### src/rtl/eth_sw_pkg.sv
// Shared types and field positions for the ethernet switch datapath.
package eth_sw_pkg;

  // Queue head word: [33]=eop, [32]=sop, [31:0]=data.
  typedef logic [33:0] eth_word_t;

  localparam int unsigned WORD_W  = 34;
  localparam int unsigned DATA_W  = 32;
  localparam int unsigned SOP_BIT = 32;
  localparam int unsigned EOP_BIT = 33;

  typedef enum logic [1:0] {
    IDLE  = 2'd0,
    XFER  = 2'd1,
    FLUSH = 2'd2
  } sched_state_t;

endpackage

### src/rtl/rr_arbiter.sv
// Combinational round-robin picker: first requester strictly after ptr (mod N) wins.
module rr_arbiter #(
  parameter int unsigned N = 2,
  localparam int unsigned IDX_W = $clog2(N)
) (
  input  logic [N-1:0]     req,
  input  logic [IDX_W-1:0] ptr,
  output logic [N-1:0]     gnt,
  output logic [IDX_W-1:0] idx,
  output logic             any
);

  // Scan N positions starting one past the last winner; keep the first hit.
  always_comb begin
    int unsigned k;
    k   = 0;
    gnt = '0;
    idx = '0;
    any = 1'b0;
    for (int unsigned off = 1; off <= N; off++) begin
      k = (32'(ptr) + off) % N;
      if (!any && req[k]) begin
        any    = 1'b1;
        gnt[k] = 1'b1;
        idx    = IDX_W'(k);
      end
    end
  end

endmodule

### src/rtl/eth_out_port_sched.sv
// Egress port scheduler: packet-granular round-robin between ingress queue heads,
// registered egress, and a max-length watchdog that truncates and flushes runaway packets.
module eth_out_port_sched
  import eth_sw_pkg::*;
#(
  parameter int unsigned N_REQ         = 2,
  parameter int unsigned MAX_PKT_WORDS = 64
) (
  input  logic                    clk,
  input  logic                    resetN,
  input  logic [N_REQ-1:0]        head_vld,
  input  logic [N_REQ-1:0]        head_dst_me,
  input  logic [N_REQ*WORD_W-1:0] head_data,
  output logic [N_REQ-1:0]        rd_en,
  input  logic                    out_ready,
  output logic [DATA_W-1:0]       outData,
  output logic                    outSop,
  output logic                    outEop,
  output logic                    outErr,
  output logic [N_REQ-1:0]        grant,
  output logic                    busy
);

  localparam int unsigned CNT_W = $clog2(MAX_PKT_WORDS + 1);
  localparam int unsigned IDX_W = $clog2(N_REQ);

  sched_state_t      state_q;
  logic [N_REQ-1:0]  grant_q;
  logic [IDX_W-1:0]  gidx_q;
  logic [IDX_W-1:0]  rr_ptr_q;
  logic [CNT_W-1:0]  word_cnt_q;
  logic [DATA_W-1:0] out_data_q;
  logic              out_sop_q;
  logic              out_eop_q;
  logic              out_err_q;

  eth_word_t         heads [N_REQ];
  logic [N_REQ-1:0]  cand;
  logic [N_REQ-1:0]  arb_gnt;
  logic [IDX_W-1:0]  arb_idx;
  logic              arb_any;
  eth_word_t         g_word;
  logic              g_vld;
  logic              xfer_go;
  logic              flush_go;
  logic [CNT_W-1:0]  cnt_inc;
  logic              at_max;

  // Unpack queue heads; only a head that starts a packet for this port may compete.
  always_comb begin
    for (int i = 0; i < int'(N_REQ); i++) begin
      heads[i] = head_data[i*WORD_W +: WORD_W];
      cand[i]  = head_vld[i] & heads[i][SOP_BIT] & head_dst_me[i];
    end
  end

  rr_arbiter #(
    .N (N_REQ)
  ) u_arb (
    .req (cand),
    .ptr (rr_ptr_q),
    .gnt (arb_gnt),
    .idx (arb_idx),
    .any (arb_any)
  );

  // Owner's head word and the two pop conditions.
  always_comb begin
    g_word   = heads[gidx_q];
    g_vld    = head_vld[gidx_q];
    xfer_go  = (state_q == XFER) && g_vld && out_ready;
    flush_go = (state_q == FLUSH) && g_vld;
    cnt_inc  = word_cnt_q + CNT_W'(1);
    at_max   = (cnt_inc == CNT_W'(MAX_PKT_WORDS));
  end

  // Pop decode; held off during reset so queue contents are left untouched.
  always_comb begin
    rd_en = '0;
    if (resetN && (xfer_go || flush_go)) begin
      rd_en[gidx_q] = 1'b1;
    end
  end

  // Scheduler FSM with registered egress, word counter and round-robin pointer.
  always_ff @(posedge clk) begin
    if (!resetN) begin
      state_q    <= IDLE;
      grant_q    <= '0;
      gidx_q     <= '0;
      rr_ptr_q   <= IDX_W'(N_REQ - 1);
      word_cnt_q <= '0;
      out_data_q <= '0;
      out_sop_q  <= 1'b0;
      out_eop_q  <= 1'b0;
      out_err_q  <= 1'b0;
    end else begin
      // Framing outputs are single-cycle pulses; data holds between transfers.
      out_sop_q <= 1'b0;
      out_eop_q <= 1'b0;
      out_err_q <= 1'b0;
      case (state_q)
        IDLE: begin
          if (arb_any) begin
            grant_q  <= arb_gnt;
            gidx_q   <= arb_idx;
            rr_ptr_q <= arb_idx;
            state_q  <= XFER;
          end
        end
        XFER: begin
          if (xfer_go) begin
            out_data_q <= g_word[DATA_W-1:0];
            out_sop_q  <= g_word[SOP_BIT];
            out_eop_q  <= g_word[EOP_BIT];
            word_cnt_q <= cnt_inc;
            if (g_word[EOP_BIT]) begin
              state_q    <= IDLE;
              grant_q    <= '0;
              word_cnt_q <= '0;
            end else if (at_max) begin
              // Truncate: close the packet on the egress with an error marker.
              out_eop_q <= 1'b1;
              out_err_q <= 1'b1;
              state_q   <= FLUSH;
            end
          end
        end
        FLUSH: begin
          if (flush_go && g_word[EOP_BIT]) begin
            state_q    <= IDLE;
            grant_q    <= '0;
            word_cnt_q <= '0;
          end
        end
        default: state_q <= IDLE;
      endcase
    end
  end

  assign outData = out_data_q;
  assign outSop  = out_sop_q;
  assign outEop  = out_eop_q;
  assign outErr  = out_err_q;
  assign grant   = grant_q;
  assign busy    = (state_q != IDLE);

endmodule
### config.mk
export PLATFORM = sky130hd
export DESIGN_NAME = eth_out_port_sched
export DESIGN_NICKNAME = d
export VERILOG_FILES = /design/src/rtl/eth_sw_pkg.sv /design/src/rtl/rr_arbiter.sv /design/src/rtl/eth_out_port_sched.sv
export SDC_FILE = /design/constraint.sdc
export NUM_CORES = 1
export LEC_CHECK = 0
export BUFFER_PORTS_ARGS = -buffer_cell sky130_fd_sc_hd__clkbuf_2
export CAP_MARGIN = 20
export CORE_AREA = 2 2 76 78
export CTS_BUF_LIST = sky130_fd_sc_hd__clkbuf_8 sky130_fd_sc_hd__clkbuf_16
export DETAILED_ROUTE_END_ITERATION = 10
export DIE_AREA = 0 0 78 80
export PLACE_DENSITY = 0.77
export SLEW_MARGIN = 20
export SYNTH_ARGS = -nofsm -noshare
export SYNTH_HDL_FRONTEND = slang
export SYNTH_SLANG_ARGS = --single-unit
### constraint.sdc
create_clock -name clk -period 2 [get_ports clk]
set_clock_uncertainty 0.05 [all_clocks]
set_input_delay 0.3 -clock clk [delete_from_list [all_inputs] [get_ports clk]]
set_output_delay 0.3 -clock clk [all_outputs]
set_load 0.005 [all_outputs]
# Word level (Yosys, flattened, before mapping)
# Cells that the tools add are included.
word_totals:
  regBits: 48
  input_bits: 75
  out_inout_bits: 40
  elab_cells: 96
classes:
  add_sub_neg: 3
  order_cmp: 7
  eq_ne: 8
  n_mux: 38
  n_bitwise: 9
  reduce_logical: 22
op_table:
  columns: ["cell", "count"]
  rows:
  - ["34-bit two-way mux", 3]
  - ["2-bit two-way mux", 11]
  - ["7-bit two-way mux", 3]
  - ["1-bit two-way mux", 15]
  - ["7-bit case mux with 2 select lines", 1]
  - ["2-bit case mux with 3 select lines", 2]
  - ["1-bit logical AND", 9]
  - ["7-bit by 1-bit adder with 7-bit output, second input constant", 1]
  - ["7-bit equality test, second input constant", 1]
  - ["1-bit by 2-bit less-than comparator with 1-bit output, second input constant", 3]
  - ["2-bit inequality test, second input constant", 3]
  - ["3-bit AND reduction", 2]
  - ["5-bit AND reduction", 1]
  - ["1-bit bitwise AND", 4]
  - ["2-bit AND reduction", 2]
  - ["4-bit AND reduction", 1]
  - ["2-bit nonzero test", 2]
  - ["4-bit OR reduction", 1]
  - ["1-bit demux with 1-bit select", 3]
  - ["1-bit greater-or-equal comparator, second input constant", 3]
  - ["3-bit inequality test, second input constant", 1]
  - ["1-bit NOT", 3]
  - ["3-bit nonzero test", 1]
  - ["1-bit adder, second input constant", 2]
  - ["other kinds (9)", 9]

# Logic depth before layout (Yosys ltp)
# Gate-level depths: netlist (run 1).
logic_depth:
  ltp_word: 10
  ltp_mapped: 9
  ltp_nobuf: 7

# By module
# From an unflattened synthesis (run 1), not the netlist that was laid out.
unflattened:
  cells_unflattened: 263
  hier_area_um2: 2353.5
by_module_without_submodules:
  columns: ["module", "instances", "cells_per_inst", "area_per_inst_um2", "seq_area_each_um2"]
  rows:
  - ["eth_out_port_sched", 1, 258, 2321.0, 960.9]
  - ["rr_arbiter", 1, 5, 32.5, 0.0]

# Worst setup path after synthesis (run 1)
# OpenSTA, ideal clock, no wires.
synth_path:
  path_kind: "register -> output"
  start: "reg gidx_q"
  end: "out rd_en[1]"
  t_arrival_ns: 1.320
  required_ns: 1.650
  path_slack_ns: 0.330
  stages_incl_launch_ff: 6
  n_path_buf: 1
  cell_sequence: "dfxtp_1 mux2_4 nor2b_1 buf_2 a21o_1 and3_1"
synth_via:
  elab_chain_len: 7
  elab_cells_between_ends: 13
  classes_between: "2 x order compare; 5 x mux; 6 x reduce/logical"
synth_lines:
  columns: ["element", "line_no", "text"]
  rows:
  - ["from (decl)", "eth_out_port_sched.sv:29", "logic [IDX_W-1:0] gidx_q;"]
  - ["from (signal assigned)", "eth_out_port_sched.sv:106", "gidx_q <= arb_idx;"]
  - ["parallel branches: the longest is 6 deep, another holds 1-bit by 2-bit less-than comparator with 1-bit output", null, null]
  - ["2-bit two-way mux (*)", "eth_out_port_sched.sv:80", "if (resetN && (xfer_go || flush_go)) begin"]
  - ["to (decl)", "eth_out_port_sched.sv:14", "output logic [N_REQ-1:0] rd_en,"]
# Mark *: on every way between the ends. The select of a mux whose other input is x is not followed.

# Worst setup path in the final report (run 1)
# Same ends and word-level chain as after synthesis.

==> impl_metrics.py, run 1 <==
metrics = {
    "synth": {
        "ys_seq_area_frac": 0.403,
        "yosys-top-cells-area": "dfxtp_1 (40%), mux2i_1 (15%), a211oi_1 (10%)",
        "yosys.area.top_type": "dfxtp_1",
        "synth.avg_cell_area_um2": 9.22,
        "syn_inst": 259,
        "syn_area_um2": 2390,
        "synthDominantCellAreaShare": 0.403,
        "synthesis.nets": 339,
        "ys_warn_count": 0,
        "synth_cell_types": 46,
        "ys_seq_elements": 48,
    },
    "sta": {
        "final.period_utilization": 0.976,
        "fmax_mhz": 512,
        "relSlewSlack": 0.649,
        "min_period_ns": 1.95,
        "slew_viol_final": 0,
        "fin_ws_ns": 0.0477,
        "setup_violations": 0,
        "worst_slew_pin_slew_ns": 0.527,
        "final_hold_viol_count": 0,
    },
    "setup_path": {
        "path_max_fanout": 8,
        "r2r-end": "word_cnt_q[3]",
        "critPathCapture": "rd_en[1]",
        "cp.arrival_ns": 1.60,
        "end_kind": "primary output",
        "cp-startpoint": "gidx_q",
        "critPathKind": "reg -> out",
        "required_ns": 1.65,
        "startpoint_type": "register",
        "rr_startpoint": "state_q[0]",
        "reg2regPathDepth": 6,
        "ff2ff_setup_slack_ns": 0.13,
    },
    "grt": {
        "overflow": 0,
        "grt_pass1_vias": 2127,
        "grt_pass1_wl_um": 8980,
        "grt.total_usage": 0.179,
        "grt_max_degree": 68,
        "antenna_found_initial": 0,
    },
    "detailed_routing": {
        "wirelength_um": 5570,
        "routed_via_density": 5.10,
        "ant_nets": 0,
        "drt_first_pass_iters": 4,
        "drt_first_iter_violations": 160,
        "vias": 2258,
        "routedWlPerCell_um": 12.6,
        "drcViolationCount": 0,
    },
    "power": {
        "ir_drop_uv": 366,
        "cellLeakagePower_nw": 1.34,
        "cellPowerDensity_nw_per_um2": 629,
    },
    "clock_network": {
        "root_buffer": "clkbuf_8",
        "cts.sinks": 48,
        "cts.clk_slew.worst_paths_ns": 0.08,
        "cts_buffers": 5,
        "clock_path_buffers": 2,
        "hold_buffers": 0,
        "clock_latency_ns": 0.29,
        "cts_htree_levels": 2,
        "cts_tree": "built",
    },
    "layout": {
        "multi_input_area_um2": 1340,
        "mostFrequentLayoutCells": "clkbuf_2 (114), dfxtp_1 (47), nor2_1 (42), mux2i_1 (35), a211oi_1 (32)",
        "final_nets": 451,
        "fillers": 497,
        "final_core_util": 0.585,
        "layout_commonest_cell": "clkbuf_2",
        "final_layout_size_suffix_gt1_frac": 0.396,
        "antenna_cells": 0,
        "syn_to_final_growth_pct": 32.5,
        "seq_area_um2": 965,
    },
    "place": {
        "dp_hpwl_um": 4230,
        "port_buffers": 114,
        "globalplace.congestion": 0.853,
        "dp_slack_ns": 0.146,
    },
    "floorplanning": {
        "start_util": 0.442,
        "dieWidth_um": 78,
        "die_y_um": 80,
        "die-area_um2": 6240,
        "pin_count": 115,
        "core-area_um2": 5410,
        "rows": 27,
    },
    "worst_hold_path": {
        "min_path_type": "in -> reg",
    },
    "status": {
        "status": "completed",
    },
    "job": {
        "drv_cap": 0,
    },
}
==> routing by layer <==
| metal | wire length, µm | GRT usage | part of all wire | up-vias |
|---|---|---|---|---|
| li1 | - | - | - | 1163 |
| met3 | 418 | 0.0554 | 0.075 | 4 |
| met2 | 2860 | 0.325 | 0.51 | 82 |
| met4 | 29 | 0.0667 | 0.0052 | 0 |
| met5 | 0 | 0 | 0 | - |
| met1 | 2270 | 0.195 | 0.41 | 1009 |
==> sequential cells by signal (all words and copies together), names as in the netlist <==
register	flops
gidx_q	1
rr_ptr_q	1
grant	2
outSop	1
word_cnt_q	7
outData	32
state_q	2
outEop	1
outErr	1
==> cells by family after synthesis <==
logic type / after synthesis / synth area share
mux: 37 / 0.159
simple gates: 79 / 0.152
buf+inv: 24 / 0.0545
fa+ha+maj: 5 / 0.0262
flops: 48 / 0.403
compound gates: 66 / 0.206
==> synth_stat cells, drive strengths merged <==
master / number
nand4b: 1
a2bb2oi: 1
o21ai: 6
nor2: 42
ha: 5
nor3: 1
inv: 6
or4: 1
nand4: 1
nand3: 8
mux2i: 36
a21bo: 2
nor2b: 1
clkbuf: 3
dfxtp: 48
and3: 3
or3: 1
a211oi: 32
o211ai: 3
a21o: 1
clkinv: 1
or2: 1
o311ai: 1
o211a: 2
o22ai: 1
o2111ai: 1
a22oi: 1
nand2: 14
and2: 2
o31ai: 1
nor4: 1
a31oi: 4
dlymetal6s2s: 1
or3b: 2
mux2: 1
buf: 13
a21oi: 9
a2111oi: 1
==> where the power goes <==
part           switching [mW]  internal [mW]  total [mW]  leakage [nW]
Clock                   0.298          0.308       0.606        0.0503
Sequential             0.0251          0.992        1.02         0.389
Combinational           0.179          0.187       0.366         0.902
==> area by class of cell <==
| class | count | area share |
|---|---|---|
| clock buffers | 7 | 0.0305 |
| multi-input cells | 187 | 0.424 |
| repair buffers | 122 | 0.203 |
| inverters | 7 | 0.00831 |
| well taps | 72 | 0.0285 |
| flip-flops and latches | 48 | 0.305 |
==> repair_timing <==
action                                 in CTS  in global routing
endpoints found under the hold margin       0                  0
gates cloned                                0                  0
setup endpoints to repair                   2                  2
setup buffers                               0                  4
resized for setup                           5                  4
==> through the flow <==
stage          setup TNS, ns  area [µm²]  power (mW)  hold WS, ns  cells
2_1_floorplan              0        2390        1.25        0.394    259
3_3_place_gp               0        3000        1.38        0.397    432
3_5_place_dp               0        3000        1.39        0.407    432
4_1_cts                    0        3110        2.00        0.235    439
5_1_grt              -0.0127        3160        2.08        0.271    443
6_report                   0        3160        1.99        0.243    443
==> critical path, cell delays in order, from the launching register on <==
cell and delay [ns]:
dfxtp_4 0.42, mux2_4 0.33, nor2b_4 0.14, a21o_1 0.15
and3_1 0.17, clkbuf_2 0.11
==> how the worst min path moves through the flow <==
stage / start / to / slack (ns) / depth (start not counted)
detailed placement: grant[0] / grant[0] / 0.41 / 2
CTS: head_data[66] / outSop / 0.23 / 3
floorplan: head_data[32] / outSop / 0.39 / 2
global route: head_data[66] / outSop / 0.27 / 3
finish: head_data[66] / outSop / 0.24 / 3
global placement: grant[0] / grant[0] / 0.40 / 2
Power figures use the tool's default switching activity.
==> run 2: changes to the inputs <==
--- a/config.mk
+++ b/config.mk
@@ -11,7 +11,7 @@
 export CTS_BUF_LIST = sky130_fd_sc_hd__clkbuf_8 sky130_fd_sc_hd__clkbuf_16
 export DETAILED_ROUTE_END_ITERATION = 10
 export DIE_AREA = 0 0 78 80
-export PLACE_DENSITY = 0.77
+export PLACE_DENSITY = 0.86
 export SLEW_MARGIN = 20
 export SYNTH_ARGS = -nofsm -noshare
 export SYNTH_HDL_FRONTEND = slang
==> run 2 against run 1 <==
  * Combinational power rose by 2%
  * Maximum frequency rose by 0.78%
  * Global-route usage rose by 0.99 points
  * Worst hold slack got worse by 0.028 ns
  * Core utilization rose by 0.21 points
  * Non-clock buffer count did not move
  * Die area did not move
  * First-iteration DRC count fell by 36%
  * Flip-flop and latch count did not move
  * Critical path depth did not move
  * Clock-buffer cell count fell by 2
  * Largest power group unchanged
  * Highest routed layer unchanged
==> impl_metrics.py, run 2 (synthesized netlist as in run 1, its figures left out) <==
metrics = {
    "status": {
        "status": "completed",
    },
    "grt": {
        "grt_max_degree": 68,
        "antenna_found_initial": 0,
        "grt.total_usage": 0.189,
        "grt_pass1_vias": 2228,
        "overflow": 0,
        "grt_pass1_wl_um": 9450,
    },
    "power": {
        "p_seq_frac": 0.490,
        "swShare": 0.255,
        "ir_drop_uv": 330,
        "comb_power_share": 0.180,
        "cellPowerDensity_nw_per_um2": 653,
        "pwr-share-clk": 0.330,
        "power.switching_uw": 528,
        "cellLeakagePower_nw": 1.35,
        "p_int_mw": 1.55,
        "power_mw": 2.07,
    },
    "layout": {
        "syn_to_final_growth_pct": 33.0,
        "largest_register_ffs": 32,
        "layout_commonest_cell": "clkbuf_2",
        "final_core_util": 0.587,
        "final_layout_size_suffix_gt1_frac": 0.395,
        "final_nets": 451,
        "mostFrequentLayoutCells": "clkbuf_2 (114), dfxtp_1 (47), nor2_1 (42), mux2i_1 (35), a211oi_1 (32)",
        "antenna_cells": 0,
    },
    "detailed_routing": {
        "routed_via_density": 5.22,
        "drt_first_pass_iters": 4,
        "vias": 2318,
        "ant_nets": 0,
        "drt_first_iter_violations": 103,
        "wirelength_um": 6070,
        "routedWlPerCell_um": 13.7,
        "drcViolationCount": 0,
    },
    "setup_path": {
        "cp.arrival_ns": 1.59,
        "path_max_fanout": 4,
        "cp_cell_sequence": "mux2_4 -> nor2b_4 -> a21o_1 -> and3_1 -> clkbuf_2",
        "cp-startpoint": "gidx_q",
        "max_stage_delay_ns": 0.38,
        "rr_startpoint": "state_q[0]",
        "worst_path_max_delay_cell": "dfxtp_2",
        "critPathTopFamily": "flip-flops",
        "end_kind": "primary output",
        "critPathKind": "reg -> out",
        "required_ns": 1.65,
        "crit_buf_inv": 1,
        "startpoint_type": "register",
    },
    "clock_network": {
        "root_buffer": "clkbuf_8",
        "clock_latency_ns": 0.30,
        "cts_htree_levels": 2,
        "cts_tree": "built",
        "cts_buffers": 5,
        "clock_path_buffers": 2,
        "cts.clk_slew.worst_paths_ns": 0.08,
        "hold_buffers": 0,
        "cts.sinks": 48,
        "post-cts-setup-buffers": 0,
    },
    "sta": {
        "final_hold_viol_count": 0,
        "min_period_ns": 1.94,
        "fin_ws_ns": 0.0628,
        "setup_violations": 0,
        "tns_ns": 0,
        "whs_ns": 0.215,
        "final.period_utilization": 0.969,
        "worst_slew_pin_slew_ns": 0.392,
        "fmax_mhz": 516,
        "slew_viol_final": 0,
        "relSlewSlack": 0.739,
    },
    "floorplanning": {
        "core-area_um2": 5410,
        "die-area_um2": 6240,
        "start_util": 0.442,
        "dieWidth_um": 78,
        "rows": 27,
        "die_y_um": 80,
        "pin_count": 115,
    },
    "job": {
        "drv_cap": 0,
    },
    "place": {
        "dp_slack_ns": 0.169,
        "globalplace.congestion": 0.885,
        "port_buffers": 114,
        "dp_hpwl_um": 4450,
    },
    "worst_hold_path": {
        "min_path_type": "in -> reg",
        "min-delay-start": "head_data[66]",
    },
}
[run 2: changes by cell type in the layout (fill, tap and decap cells not counted), sizes merged]
cell / delta
clkbuf: -2
clkinv: +1
inv: +1
bufinv: +1
[run 2: worst min-delay path, cell delays in order]
cell	delay (ns)
clkbuf_2	0.09
mux2i_1	0.06
nor2_1	0.07
[run 2: path summary, 6_finish.rpt]
path         cells past startpoint             to  slack (ns)
max                              5       rd_en[1]        0.06
max reg2reg                      7  word_cnt_q[1]        0.14
min reg2reg                      2       grant[1]        0.42
min                              3         outSop        0.21
[run 2: what timing repair did]
action,in CTS,in global routing
gates cloned,0,0
setup endpoints to repair,1,3
gates resized for setup,4,5
[run 2: final cells by class]
cell class                      instances  area, µm²
Clock buffer                            5       68.8
Timing Repair Buffer                  122        643
Tap cell                               72       90.1
Inverter                                7       26.3
Fill cell                             484       2230
Sequential cell                        48        962
Clock inverter                          3       38.8
Multi-Input combinational cell        187       1350
[run 2: metal layers]
metal	GRT usage	routed length [µm]
met1	0.201	2460
met3	0.0543	438
met5	0	0
met2	0.353	3110
met4	0.0702	68
[run 2: power by group through the flow]
stage | Sequential (mW) | Clock, mW | Combinational (mW)
after CTS | 1.02 | 0.697 | 0.366
after floorplan | 1.04 | 0 | 0.208
final | 1.02 | 0.684 | 0.373
after global routing | 1.02 | 0.729 | 0.411
after global placement | 1.04 | 0 | 0.352
after detailed placement | 1.04 | 0 | 0.362
[run 2: metrics by stage]
step,cell area (µm²),std cells
5_1_grt,3170,444
3_5_place_dp,3030,436
4_1_cts,3140,444
2_1_floorplan,2390,259
3_3_place_gp,3030,436
6_report,3170,444
==> run 3: changes to the inputs <==
--- a/config.mk
+++ b/config.mk
@@ -7,11 +7,11 @@
 export LEC_CHECK = 0
 export BUFFER_PORTS_ARGS = -buffer_cell sky130_fd_sc_hd__clkbuf_2
 export CAP_MARGIN = 20
-export CORE_AREA = 2 2 76 78
-export CTS_BUF_LIST = sky130_fd_sc_hd__clkbuf_8 sky130_fd_sc_hd__clkbuf_16
+export CORE_AREA = 2 2 74 76
+export CTS_BUF_LIST = sky130_fd_sc_hd__clkbuf_2 sky130_fd_sc_hd__clkbuf_4 sky130_fd_sc_hd__clkbuf_8
 export DETAILED_ROUTE_END_ITERATION = 10
-export DIE_AREA = 0 0 78 80
-export PLACE_DENSITY = 0.86
+export DIE_AREA = 0 0 76 78
+export PLACE_DENSITY = 0.9
 export SLEW_MARGIN = 20
 export SYNTH_ARGS = -nofsm -noshare
 export SYNTH_HDL_FRONTEND = slang
==> run 3 against run 2 <==
  * Worst hold slack gained 0.0038 ns
  * Sequential share of layout area is essentially flat
  * Combinational power grew 1%
  * Via count grew 2.2%
  * Final area grew 0.36%
  * Sequential power is essentially flat
  * Maximum frequency shrank 0.52%
  * Flip-flop and latch count is the same
  * Total power grew 3.3%
  * Non-clock buffer count shrank 1
  * Routed wire length grew 2.1%
  * Clock power grew 8.9%
  * Largest cell class unchanged
  * Largest power group unchanged
==> impl_metrics.py, run 3 (synthesized netlist as in run 1, its figures left out) <==
metrics = {
    "status": {
        "status": "completed",
    },
    "clock_network": {
        "root_buffer": "clkbuf_8",
        "cts_buffers": 5,
        "cts_htree_levels": 2,
        "cts.sinks": 48,
        "cts_tree": "built",
        "clock_path_buffers": 2,
        "cts.clk_slew.worst_paths_ns": 0.10,
        "clock_latency_ns": 0.31,
    },
    "layout": {
        "seq_area_um2": 967,
        "fillers": 393,
        "mostFrequentLayoutCells": "clkbuf_2 (114), dfxtp_1 (45), nor2_1 (42), mux2i_1 (35), a211oi_1 (32)",
        "final_core_util": 0.632,
        "layout_commonest_cell": "clkbuf_2",
        "final_nets": 450,
        "largest_register_ffs": 32,
        "design_area_um2": 3190,
        "syn_to_final_growth_pct": 33.4,
        "antenna_cells": 0,
        "final_layout_size_suffix_gt1_frac": 0.407,
        "multi_input_area_um2": 1350,
    },
    "sta": {
        "worst_slew_pin_slew_ns": 0.480,
        "final_hold_viol_count": 0,
        "min_period_ns": 1.95,
        "fmax_mhz": 514,
        "rsz0062_at_grt": "no",
        "tns_ns": 0,
        "setup_violations": 0,
        "relSlewSlack": 0.680,
        "final.period_utilization": 0.974,
        "fin_ws_ns": 0.0528,
        "slew_viol_final": 0,
    },
    "power": {
        "cellLeakagePower_nw": 1.35,
        "cellPowerDensity_nw_per_um2": 672,
        "ir_drop_uv": 432,
        "power_mw": 2.14,
    },
    "grt": {
        "antenna_found_initial": 0,
        "grt.total_usage": 0.213,
        "grt_max_degree": 68,
        "overflow": 0,
        "grt_pass1_wl_um": 10200,
        "grt_pass1_vias": 2208,
    },
    "place": {
        "port_buffers": 114,
        "dp_hpwl_um": 4650,
        "dpl_cell_area_um2": 3010,
        "dp_slack_ns": 0.0616,
        "globalplace.congestion": 0.881,
    },
    "detailed_routing": {
        "routedWlPerCell_um": 14.1,
        "wl_met3_um": 363,
        "drt_first_iter_violations": 219,
        "drt_first_pass_iters": 4,
        "wl_met1_um": 2450,
        "drcViolationCount": 0,
        "vias": 2369,
        "dr.max_layer_used": "met4",
        "wl_met2_um": 3260,
        "routed_via_density": 5.37,
        "ant_nets": 0,
        "wirelength_um": 6200,
    },
    "worst_hold_path": {
        "whs_path_depth": 3,
        "min_path_type": "in -> reg",
    },
    "floorplanning": {
        "die-area_um2": 5930,
        "start_util": 0.473,
        "rows": 26,
        "pin_count": 115,
        "dieWidth_um": 76,
        "die_y_um": 78,
        "core-area_um2": 5040,
    },
    "setup_path": {
        "end_kind": "primary output",
        "startpoint_type": "register",
        "critPathKind": "reg -> out",
        "ff2ff_setup_slack_ns": 0.19,
        "reg2regPathDepth": 4,
        "path_max_fanout": 4,
        "cp.arrival_ns": 1.60,
        "required_ns": 1.65,
    },
    "job": {
        "drv_cap": 0,
    },
}
## run 3: final cells by class
| class | count | area share |
|---|---|---|
| clock buffer | 5 | 0.0216 |
| clock inverter | 3 | 0.0157 |
| inverter | 7 | 0.00825 |
| multi-input combinational | 187 | 0.424 |
| sequential | 48 | 0.304 |
| tap | 70 | 0.0275 |
| timing repair buffer | 121 | 0.200 |
## run 3: final timing paths
path            startpoint             to
max             state_q[1]       rd_en[1]
min          head_data[66]         outSop
max reg2reg         gidx_q  word_cnt_q[4]
min reg2reg       grant[1]       grant[1]
## run 3: metrics by stage
stage	std cells	hold WS [ns]
after floorplan	259	0.394
after global placement	432	0.400
after detailed placement	432	0.405
after CTS	440	0.217
after global routing	441	0.248
final	441	0.218
## run 3: power breakdown
part	internal (mW)	total [mW]	switching, mW	leakage [nW]
sequential	0.993	1.02	0.0258	0.390
clock	0.386	0.745	0.359	0.0607
combinational	0.187	0.377	0.190	0.897
## run 3: critical path, stage by stage, from the launching register on
cell and delay (ns):
dfxtp_2 0.38, inv_2 0.07, ha_4 0.18, nand2_2 0.15, nor2b_4 0.07, a21o_1 0.15, and3_1 0.18, clkbuf_2 0.11
## run 3: timing repair
action	4_1_cts	5_1_grt
gates resized for setup	8	6
pin swaps	0	1
setup endpoints to repair	2	3
buffers inserted	0	1
hold buffers	0	0
## run 3: layer usage
layer / up-vias / track usage
li1: 1175 / -
met1: 1055 / 0.250
met2: 121 / 0.392
met3: 18 / 0.0395
met4: 0 / 0.0673
met5: - / 0
